File: src/rtl/alu_issue_stage.sv
// Decode/issue stage for the scalar ALU: decodes RV64 OP/OP-IMM/OP-32/OP-IMM-32
// into an ALU op code and operands, and presents them through a registered skid-buffered handshake.
module alu_issue_stage #(
    parameter int XLEN = 64,
    parameter int OP_W = 7
) (
    input  logic              clk_i,
    input  logic              rstn_i,
    input  logic              flush_i,
    input  logic              in_valid_i,
    output logic              in_ready_o,
    input  logic [31:0]       instr_i,
    input  logic [XLEN-1:0]   data_rs1_i,
    input  logic [XLEN-1:0]   data_rs2_i,
    output logic              out_valid_o,
    input  logic              out_ready_i,
    output logic [OP_W-1:0]   instr_type_o,
    output logic [XLEN-1:0]   data_rs1_o,
    output logic [XLEN-1:0]   data_rs2_o,
    output logic [4:0]        rd_addr_o,
    output logic              illegal_o
);

    localparam logic [6:0] OPC_OP        = 7'b0110011;
    localparam logic [6:0] OPC_OP_IMM    = 7'b0010011;
    localparam logic [6:0] OPC_OP_32     = 7'b0111011;
    localparam logic [6:0] OPC_OP_IMM_32 = 7'b0011011;

    localparam logic [OP_W-1:0] ALU_ADD  = OP_W'(0);
    localparam logic [OP_W-1:0] ALU_SUB  = OP_W'(1);
    localparam logic [OP_W-1:0] ALU_ADDW = OP_W'(2);
    localparam logic [OP_W-1:0] ALU_SUBW = OP_W'(3);
    localparam logic [OP_W-1:0] ALU_XOR  = OP_W'(4);
    localparam logic [OP_W-1:0] ALU_OR   = OP_W'(5);
    localparam logic [OP_W-1:0] ALU_AND  = OP_W'(6);
    localparam logic [OP_W-1:0] ALU_SRA  = OP_W'(7);
    localparam logic [OP_W-1:0] ALU_SRL  = OP_W'(8);
    localparam logic [OP_W-1:0] ALU_SLL  = OP_W'(9);
    localparam logic [OP_W-1:0] ALU_SRLW = OP_W'(10);
    localparam logic [OP_W-1:0] ALU_SLLW = OP_W'(11);
    localparam logic [OP_W-1:0] ALU_SRAW = OP_W'(12);
    localparam logic [OP_W-1:0] ALU_SLT  = OP_W'(21);
    localparam logic [OP_W-1:0] ALU_SLTU = OP_W'(22);

    typedef struct packed {
        logic              illegal;
        logic [OP_W-1:0]   op;
        logic [XLEN-1:0]   op1;
        logic [XLEN-1:0]   op2;
        logic [4:0]        rd;
    } uop_t;

    logic [6:0]      opcode;
    logic [2:0]      funct3;
    logic [6:0]      funct7;
    logic [XLEN-1:0] imm_sext;
    logic [XLEN-1:0] shamt6;
    logic [XLEN-1:0] shamt5;
    logic            unused_rs1_field;

    assign opcode   = instr_i[6:0];
    assign funct3   = instr_i[14:12];
    assign funct7   = instr_i[31:25];
    assign imm_sext = {{(XLEN-12){instr_i[31]}}, instr_i[31:20]};
    assign shamt6   = {{(XLEN-6){1'b0}}, instr_i[25:20]};
    assign shamt5   = {{(XLEN-5){1'b0}}, instr_i[24:20]};
    // rs1 index is resolved by the register file upstream; only its data arrives here.
    assign unused_rs1_field = ^instr_i[19:15];

    logic            dec_legal;
    logic [OP_W-1:0] dec_op;
    logic [XLEN-1:0] dec_op2;
    uop_t            dec_uop;

    always_comb begin
        dec_legal = 1'b0;
        dec_op    = ALU_ADD;
        dec_op2   = data_rs2_i;
        case (opcode)
            OPC_OP: begin
                if (funct7 == 7'b0000000) begin
                    dec_legal = 1'b1;
                    case (funct3)
                        3'd0:    dec_op = ALU_ADD;
                        3'd1:    dec_op = ALU_SLL;
                        3'd2:    dec_op = ALU_SLT;
                        3'd3:    dec_op = ALU_SLTU;
                        3'd4:    dec_op = ALU_XOR;
                        3'd5:    dec_op = ALU_SRL;
                        3'd6:    dec_op = ALU_OR;
                        default: dec_op = ALU_AND;
                    endcase
                end else if (funct7 == 7'b0100000) begin
                    if (funct3 == 3'd0) begin
                        dec_legal = 1'b1;
                        dec_op    = ALU_SUB;
                    end else if (funct3 == 3'd5) begin
                        dec_legal = 1'b1;
                        dec_op    = ALU_SRA;
                    end
                end
            end
            OPC_OP_IMM: begin
                dec_op2 = imm_sext;
                case (funct3)
                    3'd0: begin dec_legal = 1'b1; dec_op = ALU_ADD;  end
                    3'd2: begin dec_legal = 1'b1; dec_op = ALU_SLT;  end
                    3'd3: begin dec_legal = 1'b1; dec_op = ALU_SLTU; end
                    3'd4: begin dec_legal = 1'b1; dec_op = ALU_XOR;  end
                    3'd6: begin dec_legal = 1'b1; dec_op = ALU_OR;   end
                    3'd7: begin dec_legal = 1'b1; dec_op = ALU_AND;  end
                    3'd1: begin
                        dec_op2 = shamt6;
                        if (instr_i[31:26] == 6'b000000) begin
                            dec_legal = 1'b1;
                            dec_op    = ALU_SLL;
                        end
                    end
                    default: begin
                        dec_op2 = shamt6;
                        if (instr_i[31:26] == 6'b000000) begin
                            dec_legal = 1'b1;
                            dec_op    = ALU_SRL;
                        end else if (instr_i[31:26] == 6'b010000) begin
                            dec_legal = 1'b1;
                            dec_op    = ALU_SRA;
                        end
                    end
                endcase
            end
            OPC_OP_32: begin
                if (funct7 == 7'b0000000) begin
                    case (funct3)
                        3'd0: begin dec_legal = 1'b1; dec_op = ALU_ADDW; end
                        3'd1: begin dec_legal = 1'b1; dec_op = ALU_SLLW; end
                        3'd5: begin dec_legal = 1'b1; dec_op = ALU_SRLW; end
                        default: dec_legal = 1'b0;
                    endcase
                end else if (funct7 == 7'b0100000) begin
                    case (funct3)
                        3'd0: begin dec_legal = 1'b1; dec_op = ALU_SUBW; end
                        3'd5: begin dec_legal = 1'b1; dec_op = ALU_SRAW; end
                        default: dec_legal = 1'b0;
                    endcase
                end
            end
            OPC_OP_IMM_32: begin
                case (funct3)
                    3'd0: begin
                        dec_legal = 1'b1;
                        dec_op    = ALU_ADDW;
                        dec_op2   = imm_sext;
                    end
                    3'd1: begin
                        dec_op2 = shamt5;
                        if (funct7 == 7'b0000000) begin
                            dec_legal = 1'b1;
                            dec_op    = ALU_SLLW;
                        end
                    end
                    3'd5: begin
                        dec_op2 = shamt5;
                        if (funct7 == 7'b0000000) begin
                            dec_legal = 1'b1;
                            dec_op    = ALU_SRLW;
                        end else if (funct7 == 7'b0100000) begin
                            dec_legal = 1'b1;
                            dec_op    = ALU_SRAW;
                        end
                    end
                    default: dec_legal = 1'b0;
                endcase
            end
            default: dec_legal = 1'b0;
        endcase

        // Illegal words travel downstream flagged, with every payload field zeroed.
        dec_uop = '0;
        if (dec_legal) begin
            dec_uop.op  = dec_op;
            dec_uop.op1 = data_rs1_i;
            dec_uop.op2 = dec_op2;
            dec_uop.rd  = instr_i[11:7];
        end else begin
            dec_uop.illegal = 1'b1;
        end
    end

    logic out_valid_reg;
    logic skid_valid_reg;
    uop_t out_reg;
    uop_t skid_reg;
    logic accept;
    logic out_free;

    assign accept   = in_valid_i & ~skid_valid_reg;
    assign out_free = ~out_valid_reg | out_ready_i;

    always_ff @(posedge clk_i or negedge rstn_i) begin
        if (!rstn_i) begin
            out_valid_reg  <= 1'b0;
            skid_valid_reg <= 1'b0;
            out_reg        <= '0;
            skid_reg       <= '0;
        end else if (flush_i) begin
            out_valid_reg  <= 1'b0;
            skid_valid_reg <= 1'b0;
        end else if (out_free) begin
            // The skid entry is older than anything on the input, so it goes first.
            if (skid_valid_reg) begin
                out_reg        <= skid_reg;
                out_valid_reg  <= 1'b1;
                skid_valid_reg <= 1'b0;
            end else if (accept) begin
                out_reg        <= dec_uop;
                out_valid_reg  <= 1'b1;
            end else begin
                out_valid_reg  <= 1'b0;
            end
        end else if (accept) begin
            skid_reg       <= dec_uop;
            skid_valid_reg <= 1'b1;
        end
    end

    assign in_ready_o   = ~skid_valid_reg;
    assign out_valid_o  = out_valid_reg;
    assign instr_type_o = out_reg.op;
    assign data_rs1_o   = out_reg.op1;
    assign data_rs2_o   = out_reg.op2;
    assign rd_addr_o    = out_reg.rd;
    assign illegal_o    = out_reg.illegal;

endmodule

File: config.mk
export PLATFORM = sky130hd
export DESIGN_NAME = alu_issue_stage
export DESIGN_NICKNAME = d
export VERILOG_FILES = /design/src/rtl/alu_issue_stage.sv
export SDC_FILE = /design/constraint.sdc
export NUM_CORES = 1
export LEC_CHECK = 0
export CAP_MARGIN = 20
export CELL_PAD_IN_SITES_DETAIL_PLACEMENT = 0
export CELL_PAD_IN_SITES_GLOBAL_PLACEMENT = 1
export CORE_MARGIN = 3
export CORE_UTILIZATION = 35
export CTS_BUF_LIST = sky130_fd_sc_hd__clkbuf_8
export CTS_CLUSTER_SIZE = 14
export DETAILED_ROUTE_END_ITERATION = 7
export PLACE_DENSITY_LB_ADDON = 0.1
export SYNTH_ARGS = -nofsm -noshare
export SYNTH_HDL_FRONTEND = slang
export SYNTH_SLANG_ARGS = --single-unit
File: constraint.sdc
create_clock -name clk_i -period 1.9 [get_ports clk_i]
set_clock_uncertainty 0.1 [all_clocks]
set_input_delay 0.38 -clock clk_i [delete_from_list [all_inputs] [get_ports clk_i]]
set_output_delay 0.38 -clock clk_i [all_outputs]
set_load 0.005 [all_outputs]
==> flow_summary.yaml, run 1 <==
routing:
  viasPerCell: 5.35
  drc: 0
  routed_wl_mm: 41.8
  drt_pre_antenna_iters: 5
  num_vias: 11300
  dr.first_iter.drc_count: 574
  wl_per_cell_microns: 19.7
  ant_nets: 0
cells_and_area:
  final_nets: 1792
  mostFrequentLayoutCells: "279 x dfrtp_1, 211 x nand2_1, 147 x dlygate4sd2_1, 141 x clkdlybuf4s50_1, 135 x and3_1"
  largest_register_ffs: 139
  fin_cells: 2120
  final_core_util_pct: 52.6
  synthToLayoutAreaGrowth_pct: 47.3
  mostFrequentLayoutCell: "dfrtp_1"
  drive_above_1_share_pct: 17.9
setup_path:
  worstSetupStartpoint: "out_valid_o$_DFFE_PN0N_"
  path_class: "reg -> reg"
  setup.worst_path.end_class: "register"
  required_ns: 2.29
  rr_startpoint: "out_valid_o$_DFFE_PN0N_"
  startpoint_type: "register"
  critPathArrivalTime_ns: 2.31
  critPathMaxFanout: 9
synthesis:
  syn_area_per_cell_sq_um: 9.90
  synth_top_area_share_pct: 56.5
  syn_area_sq_mm: 0.0124
  synth-seq-cells: 280
  ys_top_cells_by_area: "dfrtp_1 57%, o21ai_0 7.8%, and3_1 6.9%, nand2_1 6.4%, a221o_1 5.7%"
  yosys.area.top_type: "dfrtp_1"
  yosysWarnings: 0
  seq_area_frac_synth_pct: 56.5
  synth-async-reset-ratio_pct: 100
  ys_dominant_reg_cell: "dfrtp_1"
  synth_edf_count: 0
  synthCells: 1252
  synth_cell_types: 47
floorplan:
  io_pins: 308
  die_h_microns: 194
  coreArea_sq_mm: 0.0347
  initial_core_util_pct: 35.7
  fp.dieArea_sq_mm: 0.0377
  die_x_microns: 194
  std_cell_rows: 68
placement:
  dp_slack_ns: -0.917
  gp_congestion: 0.869
  port_buffers: 300
  dp_cells: 1986
  place_hpwl_mm: 26.5
grt:
  grtUsageTotal_pct: 21.6
  antenna_found_initial: 5
  grt_pass1_vias: 11600
  grt-ovfl-total: 0
  grt_max_degree: 79
  grt_first_pass_wirelength_mm: 66.4
sta:
  setup_violations: 50
  maxSlewViolCount: 0
  min_period_over_period_pct: 102
  fin_ws_ns: -0.0293
  finalCriticalPeriod_ns: 1.93
  max_freq_ghz: 0.518
  hold_violations: 0
  rsz0062_at_grt: "true"
hold_path:
  hold_path_class: "in -> async"
power:
  p_per_area_mw_per_mm2: 702
  irDropWorstVdd_uv: 454
  p_leak_uw: 0.00918
clock_tree:
  clk_pin_slew_ns: 0.06
  clockBufferDepth: 3
  numCtsBuffers: 51
  clock-root-buffer: "clkbuf_8"
  cts_tree: "built"
  clock_sinks: 280
  clk_latency_ns: 0.56
  ctsHtreeMaxLevel: 2
outcome:
  status: "complete, but fails checks"
  violations: "negative setup slack"
flow_run:
  drv_cap: 0
[critical path, cell delays in order (launching register included)]
cell and delay, ns:
dfrtp_1 0.37, nor2b_1 0.14, or3_4 0.43, nor2_4 0.16
o31a_4 0.26, buf_6 0.14, buf_16 0.12, a221o_1 0.13
[power breakdown]
part	internal (uW)	switching [uW]	leakage (uW)
Sequential	6020	25.6	0.00389
Combinational	535	615	0.00469
Clock	3140	2480	0.000595
[repair_timing]
action                     in CTS  in global routing
resized for setup             237                129
pin swaps                      10                 16
gates cloned                    7                  1
hold buffers                    1                  0
hold endpoints to repair      132                  0
setup buffers                  29                  7
setup endpoints to repair     414                265
[stage by stage]
step | setup TNS [ns] | instance area [sq um] | hold slack, ns | total power [uW]
after CTS | -2.02 | 17900 | 0.201 | 13000
final | -0.616 | 18200 | 0.219 | 12800
after global routing | -11.51 | 18200 | 0.229 | 13400
after global placement | -228.44 | 16500 | 0.199 | 7270
after floorplan | -37.53 | 12400 | -0.0156 | 6440
after detailed placement | -232.70 | 16500 | 0.204 | 7270
[layer usage]
layer	vias to the layer above	GRT usage (%)	part of all wire, %
li1	5331	-	-
met5	-	0	0.11
met4	8	6.01	2.4
met1	5561	29.6	44
met2	366	34.9	47
met3	79	4.73	6.3
[synth_stat cells, types with 5 or more instances]
master      n
o21ai_0   194
and3_1    136
dfrtp_1   280
o31ai_1    66
nand4_1     5
a21oi_1    75
clkbuf_1  103
nand2_1   212
a221o_1    70
buf_6       8
nor2_1     14
buf_2      10
nor3_1     14
mux2i_1     5
a22oi_1     5
[cell families (layout without fill, tap and decap cells)]
logic type	count (synthesis)	in the layout	synth area share (%)
compound gates	430	430	22.1
simple gates	406	406	16.2
flops	280	280	56.5
buf+inv	127	538	4.49
mux	6	6	0.495
xor+xnor	2	2	0.141
other cells	1	3	0.0303
[path summary, 6_finish.rpt]
check | to | slack (ns) | cells after the start
max | data_rs1_o[48]$_DFFE_PN0P_ | -0.03 | 7
min | skid_reg[9]$_DFFE_PN0P_ | 0.22 | 2
max reg2reg | data_rs1_o[48]$_DFFE_PN0P_ | -0.03 | 7
min reg2reg | skid_reg[17]$_DFFE_PN0P_ | 0.37 | 2
max in group asynchronous | skid_reg[140]$_DFFE_PN0P_ | 0.79 | 3
min in group clk_i | skid_reg[3]$_DFFE_PN0P_ | 0.30 | 3
[layout make-up]
| cell class | count | area (sq um) |
|---|---|---|
| Fill cell | 3256 | 16500 |
| Sequential cell | 280 | 7010 |
| Multi-Input combinational cell | 846 | 5250 |
| Timing Repair Buffer | 444 | 4390 |
| Clock buffer | 64 | 881 |
| Tap cell | 455 | 569 |
| Clock inverter | 26 | 134 |
| Inverter | 4 | 15.0 |
| Antenna cell | 1 | 2.50 |
No activity file was read; power rests on OpenSTA's default activity.
==> run 2, diff against run 1 <==
Settings changed: MAX_ROUTING_LAYER set to met4.
==> run 2 against run 1 <==
Against the previous run:
- the run still ends with negative setup slack left
- non-clock buffer count grew 74
- via count rose by 5.8%
- final cell count grew 3.1%
- clock-buffer cell count is 2 lower
- largest power group unchanged
- register-to-register slack worse by 0.04 ns
- critical endpoint is now data_rs1_o[36]$_DFFE_PN0P_
==> flow_summary.yaml, run 2 (synthesized netlist as in run 1, its figures left out) <==
cells_and_area:
  mostFrequentLayoutCells: "279 x dfrtp_1, 208 x nand2_1, 141 x clkdlybuf4s50_1, 139 x dlygate4sd2_1, 135 x and3_1"
  synthToLayoutAreaGrowth_pct: 66.8
  drive_above_1_share_pct: 29.6
  largest_register_ffs: 139
  fillers: 2992
  final_nets: 1864
  mostFrequentLayoutCell: "dfrtp_1"
  fin_cells: 2186
sta:
  fin_ws_ns: -0.0659
  max-slew-margin-rel_pct: 63.8
  max_freq_ghz: 0.509
  min_period_over_period_pct: 103
  finalCriticalPeriod_ns: 1.97
  fin_tns_setup_ns: -2.73
  setup_violations: 82
  tightest_slew_ns: 0.537
  rsz0062_at_grt: "true"
  hold_violations: 0
  maxSlewViolCount: 0
grt:
  grt_first_pass_wirelength_mm: 72.1
  grt_pass1_vias: 12300
  grt_max_degree: 81
  antenna_found_initial: 3
  grtUsageTotal_pct: 24.6
  grt-ovfl-total: 0
routing:
  drc: 0
  routed_wl_mm: 48.1
  wl_per_cell_microns: 22.0
  dr.first_iter.drc_count: 667
  drt_pre_antenna_iters: 5
  ant_nets: 0
  viasPerCell: 5.49
  num_vias: 12000
placement:
  dp_slack_ns: -0.947
  gp_congestion: 0.852
  port_buffers: 300
  place_hpwl_mm: 27.0
  dp_cells: 1992
setup_path:
  setup.worst_path.end_class: "register"
  critPathArrivalTime_ns: 2.33
  critPathMaxFanout: 10
  r2r_end: "data_rs1_o[36]$_DFFE_PN0P_"
  r2r_cells: 6
  path_class: "reg -> reg"
  required_ns: 2.27
  r2r_setup_slack_ns: -0.07
  startpoint_type: "register"
  rr_startpoint: "skid_valid_reg$_DFFE_PN0P_"
outcome:
  status: "complete, but fails checks"
  violations: "negative setup slack"
clock_tree:
  clk_pin_slew_ns: 0.06
  clock_sinks: 280
  cts_tree: "built"
  clock-root-buffer: "clkbuf_8"
  clk_latency_ns: 0.59
  numCtsBuffers: 49
  clockBufferDepth: 3
  ctsHtreeMaxLevel: 2
floorplan:
  initial_core_util_pct: 35.7
  die_h_microns: 194
  io_pins: 308
  die_x_microns: 194
  std_cell_rows: 68
  coreArea_sq_mm: 0.0347
  fp.dieArea_sq_mm: 0.0377
power:
  irDropWorstVdd_uv: 459
  p_per_area_mw_per_mm2: 621
  power_uw: 12800
  p_leak_uw: 0.0102
flow_run:
  drv_cap: 0
hold_path:
  hold_path_class: "in -> async"
## run 2: changes by cell type in the layout (fill, tap and decap cells not counted), moves of 9 or more
cell	delta
a21oi_1	-44
o21ai_1	-26
o21ai_2	+52
o31ai_2	-13
buf_8	+10
o31ai_4	+44
buf_2	+12
o21ai_0	-27
buf_4	+9
a21oi_2	+36
buf_12	+15
buf_16	+29
o31ai_1	-31
## run 2: metrics by stage
stage | hold WS (ns) | util (%) | area [sq um]
5_1_grt | 0.192 | 59.5 | 20700
4_1_cts | 0.160 | 57.5 | 19900
6_report | 0.178 | 59.5 | 20700
3_3_place_gp | 0.189 | 47.9 | 16600
2_1_floorplan | -0.0156 | - | 12400
3_5_place_dp | 0.193 | 47.9 | 16600
## run 2: how the worst max path moves through the flow
| stage | depth (start not counted) | slack (ns) | to | start |
|---|---|---|---|---|
| final | 6 | -0.07 | data_rs1_o[36]$_DFFE_PN0P_ | skid_valid_reg$_DFFE_PN0P_ |
| after detailed placement | 8 | -0.95 | data_rs2_o[25]$_DFFE_PN0P_ | instr_i[26] |
| after CTS | 12 | -0.13 | data_rs1_o[43]$_DFFE_PN0P_ | instr_i[2] |
| after global routing | 8 | -0.11 | data_rs2_o[29]$_DFFE_PN0P_ | skid_valid_reg$_DFFE_PN0P_ |
| after floorplan | 7 | -0.25 | skid_reg[17]$_DFFE_PN0P_ | instr_i[2] |
| after global placement | 7 | -0.94 | data_rs1_o[23]$_DFFE_PN0P_ | instr_i[26] |
## run 2: worst max-delay path, stage by stage (launching register included)
cell       delay, ns
dfrtp_4         0.42
nor2_2          0.05
or3_4           0.42
buf_6           0.15
buf_8           0.16
clkbuf_16       0.19
a221o_1         0.35
## run 2: layer usage
metal	global-route usage [%]	vias to the layer above	wire length, microns
met5	-	-	0
met4	6.76	0	1140
met3	5.09	83	2830
met2	38.9	395	23300
met1	32.4	6031	20900
li1	-	5490	-
## run 2: layout make-up
class                      instances  area (sq um)  share of cell area [%]
tap                              455           569                    2.75
inverter                           4          17.5                  0.0848
timing repair buffer             518          5850                    28.3
clock buffer                      62           853                    4.13
clock inverter                    18          71.3                   0.345
antenna                            3          7.51                  0.0363
sequential                       280          7010                    33.9
multi-input combinational        846          6280                    30.4
## run 2: what timing repair did
item                                   4_1_cts  5_1_grt
resized for setup                          533      164
setup endpoints to repair                  414      277
endpoints found under the hold margin      220        0
buffers inserted                            75        7
pin swaps                                  105       67
hold buffers                                 1        0
cloned                                      31        9
## run 2: report_power, final
part           internal (uW)  switching, uW  leakage [uW]  total [uW]
Clock                   2880           2490      0.000536        5370
Combinational            661            754       0.00573        1410
Sequential              6010           28.9       0.00389        6040
